<file path="config.mk">
export PLATFORM = sky130hd
export DESIGN_NAME = sp_if_ctrl_ddr_seq
export DESIGN_NICKNAME = d
export VERILOG_FILES = /design/src/rtl/sp_if_ctrl_ddr_seq.sv
export SDC_FILE = /design/constraint.sdc
export NUM_CORES = 1
export LEC_CHECK = 0
export BUFFER_PORTS_ARGS = -buffer_cell sky130_fd_sc_hd__buf_4
export CORE_MARGIN = 4
export CORE_UTILIZATION = 35
export DETAILED_ROUTE_END_ITERATION = 6
export SETUP_SLACK_MARGIN = 0.02
export SLEW_MARGIN = 20
export SYNTH_ARGS = -nofsm -noshare
export SYNTH_HDL_FRONTEND = slang
export SYNTH_SLANG_ARGS = --single-unit
</file>
<file path="constraint.sdc">
create_clock -name i_clk156m -period 8.15 [get_ports i_clk156m]
set_input_delay 2.0375 -clock i_clk156m [delete_from_list [all_inputs] [get_ports i_clk156m]]
set_output_delay 2.0375 -clock i_clk156m [all_outputs]
set_load 0.02 [all_outputs]
</file>
<file path="src/rtl/sp_if_ctrl_ddr_seq.sv">
// ---------------------------------------------------------------------------
// sp_if_ctrl_ddr_seq
// DDR access sequencer for the signal-processing interface. A start pulse
// walks an external order table (one 64-bit entry per access). Each entry is
// fetched, loaded into the access descriptor and handed to the DDR access
// engine. Read entries also wait for signal processing to finish before the
// next entry is fetched. A watchdog aborts a stalled access. Overrun is
// flagged for a start while busy or when the order table runs out.
//
// Ports:
//   i_clk156m          system clock
//   i_srst_n           synchronous active-low reset
//   i_frame_max        frame counter terminal value (0-origin)
//   i_frame_offset     per-channel per-frame offset step (32 bits each)
//   i_ram_base         per-channel base address (32 bits each)
//   i_ctrl_startp      sequence start pulse
//   i_skip_tx          suppress o_ctrl_endp for this sequence (latched at start)
//   i_sp_end           signal-processing complete pulse
//   i_ddr_endp         DDR access complete pulse
//   i_rxfifo_rd_last   last DDR read beat
//   o_ord_rden/addr    order memory read port, i_ord_data returns the entry
//   o_frame_time       frame counter
//   o_ram_offset_addr  per-channel frame_time*offset+base
//   o_ddr_*            access descriptor, request level and start pulses
//   o_sp_start         signal-processing start (i_rxfifo_rd_last delayed)
//   o_ddr_endp         write access complete pulse
//   o_ctrl_endp        sequence complete, transmit request
//   o_busy             sequence in progress
//   o_err_timeout      watchdog expired pulse
//   o_err_ovr          start while busy / order table exhausted pulse
// ---------------------------------------------------------------------------
module sp_if_ctrl_ddr_seq #(
    parameter int NUM_RAM = 2,
    parameter int FRM_W   = 4,
    parameter int ORD_AW  = 10,
    parameter int RD_LAT  = 2,
    parameter int TO_W    = 20
) (
    input  logic                   i_clk156m,
    input  logic                   i_srst_n,
    input  logic [FRM_W-1:0]       i_frame_max,
    input  logic [NUM_RAM*32-1:0]  i_frame_offset,
    input  logic [NUM_RAM*32-1:0]  i_ram_base,
    input  logic                   i_ctrl_startp,
    input  logic                   i_skip_tx,
    input  logic                   i_sp_end,
    input  logic                   i_ddr_endp,
    input  logic                   i_rxfifo_rd_last,
    output logic                   o_ord_rden,
    output logic [ORD_AW-1:0]      o_ord_addr,
    input  logic [63:0]            i_ord_data,
    output logic [FRM_W-1:0]       o_frame_time,
    output logic [NUM_RAM*32-1:0]  o_ram_offset_addr,
    output logic                   o_ddr_wxr,
    output logic [3:0]             o_ddr_area,
    output logic [26:0]            o_ddr_addr,
    output logic [31:0]            o_ddr_size,
    output logic                   o_ddr_start,
    output logic                   o_ddr_rd_startp,
    output logic                   o_ddr_wr_startp,
    output logic                   o_sp_start,
    output logic                   o_ddr_endp,
    output logic                   o_ctrl_endp,
    output logic                   o_busy,
    output logic                   o_err_timeout,
    output logic                   o_err_ovr
);

    typedef enum logic [2:0] {
        IDLE,
        FETCH,
        WAIT_RD,
        LOAD,
        ACCESS,
        WAIT_SP
    } state_t;

    // The watchdog fires on the ACCESS cycle in which the counter steps onto
    // its all-ones terminal value, i.e. while it still holds all-ones minus 1.
    localparam logic [TO_W-1:0] WDOG_LAST = ~(TO_W'(1));
    localparam logic [1:0]      RD_LAST   = 2'(RD_LAT - 1);

    state_t              state;
    state_t              next_state;
    logic [ORD_AW-1:0]   ord_ptr;
    logic [1:0]          rd_cnt;
    logic [TO_W-1:0]     wdog;
    logic                desc_last;
    logic                skip_latched;
    logic                rd_done;
    logic                wdog_expire;
    logic                ptr_at_max;
    logic                start_accept;
    logic                ptr_inc;
    logic                ptr_ovr;
    logic                timeout_event;
    logic                wr_done;
    logic [31:0]         prod [NUM_RAM];
    logic                unused_rsvd;

    assign rd_done     = (rd_cnt == RD_LAST);
    assign wdog_expire = (wdog == WDOG_LAST);
    assign ptr_at_max  = &ord_ptr;
    assign wr_done     = (state == ACCESS) && i_ddr_endp && o_ddr_wxr;

    assign o_ord_rden  = (state == FETCH);
    assign o_ord_addr  = ord_ptr;
    assign o_ddr_start = (state == ACCESS);
    assign o_busy      = (state != IDLE);

    // Reserved entry bits carry no meaning.
    assign unused_rsvd = ^i_ord_data[2:0];

    // State register.
    always_ff @(posedge i_clk156m) begin
        if (!i_srst_n) begin
            state <= IDLE;
        end else begin
            state <= next_state;
        end
    end

    // Next-state decode. Moving on to another entry is refused when the
    // pointer already sits on the last table address; that is an overrun.
    // i_ddr_endp wins over a watchdog expiry in the same cycle.
    always_comb begin
        next_state    = state;
        start_accept  = 1'b0;
        ptr_inc       = 1'b0;
        ptr_ovr       = 1'b0;
        timeout_event = 1'b0;
        case (state)
            IDLE: begin
                if (i_ctrl_startp) begin
                    start_accept = 1'b1;
                    next_state   = FETCH;
                end
            end
            FETCH: begin
                next_state = WAIT_RD;
            end
            WAIT_RD: begin
                if (rd_done) begin
                    next_state = LOAD;
                end
            end
            LOAD: begin
                next_state = ACCESS;
            end
            ACCESS: begin
                if (i_ddr_endp) begin
                    if (!o_ddr_wxr) begin
                        next_state = WAIT_SP;
                    end else if (desc_last) begin
                        next_state = IDLE;
                    end else if (ptr_at_max) begin
                        ptr_ovr    = 1'b1;
                        next_state = IDLE;
                    end else begin
                        ptr_inc    = 1'b1;
                        next_state = FETCH;
                    end
                end else if (wdog_expire) begin
                    timeout_event = 1'b1;
                    next_state    = IDLE;
                end
            end
            WAIT_SP: begin
                if (i_sp_end) begin
                    if (desc_last) begin
                        next_state = IDLE;
                    end else if (ptr_at_max) begin
                        ptr_ovr    = 1'b1;
                        next_state = IDLE;
                    end else begin
                        ptr_inc    = 1'b1;
                        next_state = FETCH;
                    end
                end
            end
            default: begin
                next_state = IDLE;
            end
        endcase
    end

    // Sequence bookkeeping: order pointer, read-latency counter, watchdog,
    // skip flag and frame counter. The frame counter resets to its terminal
    // value so that the first accepted start produces frame 0.
    always_ff @(posedge i_clk156m) begin
        if (!i_srst_n) begin
            ord_ptr      <= '0;
            rd_cnt       <= '0;
            wdog         <= '0;
            skip_latched <= 1'b0;
            o_frame_time <= i_frame_max;
        end else begin
            if (start_accept) begin
                ord_ptr      <= '0;
                skip_latched <= i_skip_tx;
                o_frame_time <= (o_frame_time == i_frame_max) ? '0
                                : o_frame_time + FRM_W'(1);
            end else if (ptr_inc) begin
                ord_ptr <= ord_ptr + ORD_AW'(1);
            end
            rd_cnt <= (state == WAIT_RD) ? rd_cnt + 2'd1 : 2'd0;
            if (state == LOAD) begin
                wdog <= '0;
            end else if (state == ACCESS) begin
                wdog <= wdog + TO_W'(1);
            end
        end
    end

    // Descriptor capture. The entry is on i_ord_data during the last
    // WAIT_RD cycle, so it is registered on the edge into LOAD and is stable
    // from LOAD onwards.
    always_ff @(posedge i_clk156m) begin
        if (!i_srst_n) begin
            desc_last  <= 1'b0;
            o_ddr_wxr  <= 1'b0;
            o_ddr_area <= '0;
            o_ddr_addr <= '0;
            o_ddr_size <= '0;
        end else if ((state == WAIT_RD) && rd_done) begin
            desc_last  <= i_ord_data[63];
            o_ddr_wxr  <= i_ord_data[62];
            o_ddr_area <= i_ord_data[61:58];
            o_ddr_addr <= i_ord_data[57:31];
            o_ddr_size <= {i_ord_data[30:3], 4'h0};
        end
    end

    // Single-cycle event outputs. Start pulses are launched from LOAD so they
    // line up with the first ACCESS cycle.
    always_ff @(posedge i_clk156m) begin
        if (!i_srst_n) begin
            o_ddr_rd_startp <= 1'b0;
            o_ddr_wr_startp <= 1'b0;
            o_ddr_endp      <= 1'b0;
            o_ctrl_endp     <= 1'b0;
            o_err_ovr       <= 1'b0;
            o_err_timeout   <= 1'b0;
            o_sp_start      <= 1'b0;
        end else begin
            o_ddr_rd_startp <= (state == LOAD) && !o_ddr_wxr;
            o_ddr_wr_startp <= (state == LOAD) && o_ddr_wxr;
            o_ddr_endp      <= wr_done;
            o_ctrl_endp     <= wr_done && desc_last && !skip_latched;
            o_err_ovr       <= ptr_ovr || (i_ctrl_startp && (state != IDLE));
            o_err_timeout   <= timeout_event;
            o_sp_start      <= i_rxfifo_rd_last;
        end
    end

    // Per-channel offset address, frame_time*offset then +base, modulo 2^32.
    always_ff @(posedge i_clk156m) begin
        if (!i_srst_n) begin
            for (int k = 0; k < NUM_RAM; k++) begin
                prod[k] <= '0;
            end
            o_ram_offset_addr <= '0;
        end else begin
            for (int k = 0; k < NUM_RAM; k++) begin
                prod[k] <= 32'(o_frame_time) * i_frame_offset[32*k +: 32];
                o_ram_offset_addr[32*k +: 32] <= prod[k] + i_ram_base[32*k +: 32];
            end
        end
    end

endmodule

</file>
== Yosys cells after proc, flatten, opt, wreduce, memory -nomap -nowiden ==
Memory sizes are Yosys's and may differ from the RTL's.
Cells that the tools add are included.
Storage, ports and cells
  bits in registers: 172
  bits in latches: 0
  RAM bits: 64
  ROM bits: 0
  word-level logic and storage cells: 95
  memories: 1
Cells by class
  add/subtract/negate cells: 6
  multipliers: 2
  div/mod/pow operators: 0
  magnitude comparators: 0
  equality and inequality tests: 13
  shifts and indexed selects: 0
  muxes and demuxes: 31
  bitwise logic cells: 4
  reduce and logical (&&, ||, !) cells: 19
Memory list
  prod: words 2, bits a word 32, read ports 2, clocked after Yosys merged registers in 0, write ports 2, RTL line 98  | logic [31:0] prod [NUM_RAM];
Operators by type and width (number)
  $add 32x32->32: 2
  $mul 4x32->32: 2
  $mux 32: 2
  $add 20x1->20 const B: 1
  $eq 20x20->1 const B: 1
  $mux 3: 6
  $pmux 3 s6: 1
  $mux 1: 17
  $mux 4: 3
  $add 10x1->10 const B: 1
  $reduce_and 10->1: 1
  $logic_and 1x1->1: 8
  $eq 3x2->1 const B: 2
  $eq 3x3->1 const B: 2
  $ne 2x2->1 const B: 3
  $add 4x1->4 const B: 1
  $eq 4x4->1: 1
  $pmux 1 s2: 2
  $reduce_and 4->1: 1
  $reduce_or 2->1: 2
  $eq 3x1->1 const B: 1
  $logic_not 3->1: 1
  $ne 3x2->1 const B: 1
  $reduce_bool 3->1: 1
  9 further kinds: 12

== Depth between registers and ports, before layout ==
  depth after elaboration: 7
  mapped depth: 18
  gate-level depth less buffers: 14

== Worst setup path before layout ==
Ideal clock, no wire load.
  path type: input -> register
  start point: input port i_frame_offset[9]
  end point: memory prod[0][28]
  setup time: 0.128 ns
  arrival: 5.144 ns
  required time: 8.022 ns
  path slack: 2.878 ns
  cell stages on the path: 14
  buffers on the path: 0
  cells stage by stage: and2_1 -> fa_1 -> inv_1 -> fa_1 -> inv_1 -> ha_1 -> a21oi_1 -> o211ai_1 -> a31o_2 -> a31oi_1 -> o221ai_1 -> a31oi_1 -> xor2_1 -> nor2_1
RTL lines
  start: declaration: RTL line 42  | input logic [NUM_RAM*32-1:0] i_frame_offset,
  end: declaration: RTL line 98

==> impl_metrics.json <==
{
  "tritoncts": "yes",
  "end_kind": "flop",
  "rows": 83,
  "die_area_um2": 55900,
  "core_um2": 51500,
  "vdd_drop_max_uv": 162,
  "fin_area_um2": 22400,
  "crit_family": "compound AO/OA/AOI/OAI gates",
  "viasPerCell": 4.97,
  "crit_type": "in2reg",
  "hold_slack_ns": 0.426,
  "synth_enable_flop_cells": 4,
  "ys_seq_area_share_pct": 26.1,
  "max-cap-violations": 0,
  "finalSetupTns_ns": 0,
  "placed_cells_incl_taps": 3232,
  "startpoint": "i_frame_offset[36]",
  "first_global_vias": 16384,
  "nets": 3032,
  "yosysWarnings": 0,
  "max_freq_mhz": 182,
  "clk_pin_slew_worst_paths_ns": 0.06,
  "utilization_pct": 43.5,
  "p_total_mw": 6.87,
  "critPathCapture": "prod[0][63]$_SDFF_PN0_",
  "portBuffers": 347,
  "die_x_um": 236,
  "hold_class": "reg2reg",
  "start_kind": "input port",
  "dr.pass1.iters": 5,
  "grt_pass1_wl_mm": 85.0,
  "cp.depth": 15,
  "cts_buffers": 28,
  "hpwl_mm": 42.5,
  "rr_endpoint": "prod[0][29]$_SDFF_PN0_",
  "slew_violations": 0,
  "clk_path_buf_depth": 3,
  "finalWorstPathRequiredPeriod_ns": 5.48,
  "syn_avg_cell_area_um2": 7.99,
  "synth_area_um2": 18300,
  "synth_async_sr_flop_share_pct": 0,
  "vias": 16350,
  "synth.distinct_cells": 73,
  "layout-drive-gt1-share_pct": 15.8,
  "layout_common_cells": "buf_4 (354), nand2_1 (299), inv_1 (267)",
  "gp_congestion": 0.884,
  "ys_seq_elements": 236,
  "cts.sinks": 236,
  "power_density_nw_per_um2": 307,
  "grtUsageTotal_pct": 18.2,
  "pin_count": 355,
  "fin_ws_ns": 2.67,
  "postRouteWirelength_mm": 52.6,
  "cts_setup_buffers": 0,
  "syn_to_final_growth_pct": 22.6,
  "die_height_um": 236,
  "drtIter0Drc": 927,
  "cts-root-buf": "clkbuf_16",
  "synthCells": 2286,
  "slowest_delay_ns": 0.78,
  "cts_resized": 0,
  "drc": 0,
  "final_hold_viol_count": 0,
  "relSlewSlack_pct": 30.0,
  "dp_slack_ns": 2.13,
  "critical_path.max_fanout": 4,
  "start_util_pct": 35.5,
  "required_ns": 8.61,
  "postCtsHoldBufs": 0,
  "synth-main-ff-cell": "dfxtp_1",
  "layout_commonest_cell": "buf_4",
  "r2r_setup_slack_ns": 3.10,
  "reg2reg_depth": 14,
  "setup_violations": 0,
  "cp_slowest_cell": "a2111oi_0",
  "fin_skew_ns": 0.00734,
  "status": "finished, final reports clean",
  "finalNonFillerCells": 3289,
  "placed_area_um2": 21400,
  "fin_crit_sh_pct": 67.2,
  "detail_route.wl_per_cell_um": 16.0,
  "path_cells": "buf_4 > and2_1 > fa_1 > inv_1 > fa_1 > inv_1 > ha_1 > a21o_1 > a21oi_1 > a21o_1 > a2111oi_0 > o21ai_0 > o21ai_0 > xnor2_1 > and2_1",
  "clock_latency_ns": 0.57,
  "worst-path-buf-inv": 3,
  "regToRegStartpoint": "o_frame_time[1]$_DFFE_PP_",
  "htreeDepth": 1,
  "p_leak_nw": 10.5,
  "crit_arrival_ns": 5.94,
  "grt.overflow.total": 0,
  "antenna_found_initial": 16,
  "grt_start_max_net_pins": 99,
  "worst_pin_slew_ns": 1.05,
  "rsz0062_at_grt": "no",
  "antenna_left": 0
}
Yosys cell counts, drive strengths merged (23+ instances only):
| master | count | area share [%] |
|---|---|---|
| nor2 | 174 | 3.6 |
| fa | 116 | 13 |
| xor2 | 54 | 2.6 |
| clkbuf | 82 | 1.7 |
| nand3 | 34 | 0.93 |
| a21oi | 185 | 5.1 |
| ha | 131 | 9.0 |
| inv | 268 | 5.5 |
| o21ai | 77 | 2.1 |
| and2 | 187 | 6.4 |
| dfxtp | 232 | 25 |
| nand2 | 299 | 6.1 |
| nand4 | 23 | 0.79 |
| xnor2 | 64 | 3.1 |
| nor3 | 32 | 0.88 |
| a21o | 52 | 2.1 |
flip-flops by register name, summed over array words and instances (netlist names), 2 cells and up:
signal / flops
o_ram_offset_addr: 64
o_ddr_size: 28
rd_cnt: 2
o_ddr_addr: 27
prod: 64
o_ddr_area: 4
wdog: 20
o_ord_addr: 10
o_frame_time: 4
state: 3
power breakdown:
group | switching [mW] | total (mW) | internal (mW) | leakage, nW
clock | 0.502 | 1.24 | 0.743 | 0.461
combinational | 2.40 | 4.05 | 1.65 | 8.09
sequential | 0.136 | 1.58 | 1.44 | 1.95
total | 3.04 | 6.87 | 3.83 | 10.5
layer usage:
metal	global-route usage [%]	routed length [um]
met1	24.7	24000
met2	28.7	23100
met3	4.83	4080
met4	4.64	1300
met5	0	92
logic make-up (layout without fill, tap and decap cells):
| kind of cell | Yosys count | in the layout | share of synthesized area [%] |
|---|---|---|---|
| simple gates | 844 | 844 | 22.2 |
| compound gates | 469 | 469 | 16.2 |
| buf+inv | 359 | 673 | 7.49 |
| fa+ha+maj | 247 | 247 | 21.7 |
| flops | 236 | 236 | 26.1 |
| xor+xnor | 118 | 118 | 5.66 |
| mux | 12 | 12 | 0.671 |
| other cells | 1 | 10 | 0.0205 |
cell type report:
class,count,area (um2)
Clock inverter,11,135
Tap cell,680,851
Multi-Input combinational cell,1694,12200
Inverter,268,1010
Fill cell,5230,29100
Antenna cell,6,15.0
Clock buffer,40,796
Sequential cell,236,4760
Timing Repair Buffer,354,2660
worst min-delay path by stage:
stage,endpoint,start,depth (start not counted),slack [ns]
2_1_floorplan,rd_cnt[0]$_SDFF_PN0_,rd_cnt[0]$_SDFF_PN0_,1,0.41
3_3_place_gp,rd_cnt[0]$_SDFF_PN0_,rd_cnt[0]$_SDFF_PN0_,1,0.42
3_5_place_dp,rd_cnt[0]$_SDFF_PN0_,rd_cnt[0]$_SDFF_PN0_,1,0.42
4_1_cts,rd_cnt[0]$_SDFF_PN0_,rd_cnt[0]$_SDFF_PN0_,1,0.43
5_1_grt,rd_cnt[0]$_SDFF_PN0_,rd_cnt[0]$_SDFF_PN0_,1,0.44
6_report,rd_cnt[0]$_SDFF_PN0_,rd_cnt[0]$_SDFF_PN0_,1,0.43
Note: power is estimated with default switching activity, not from simulation.
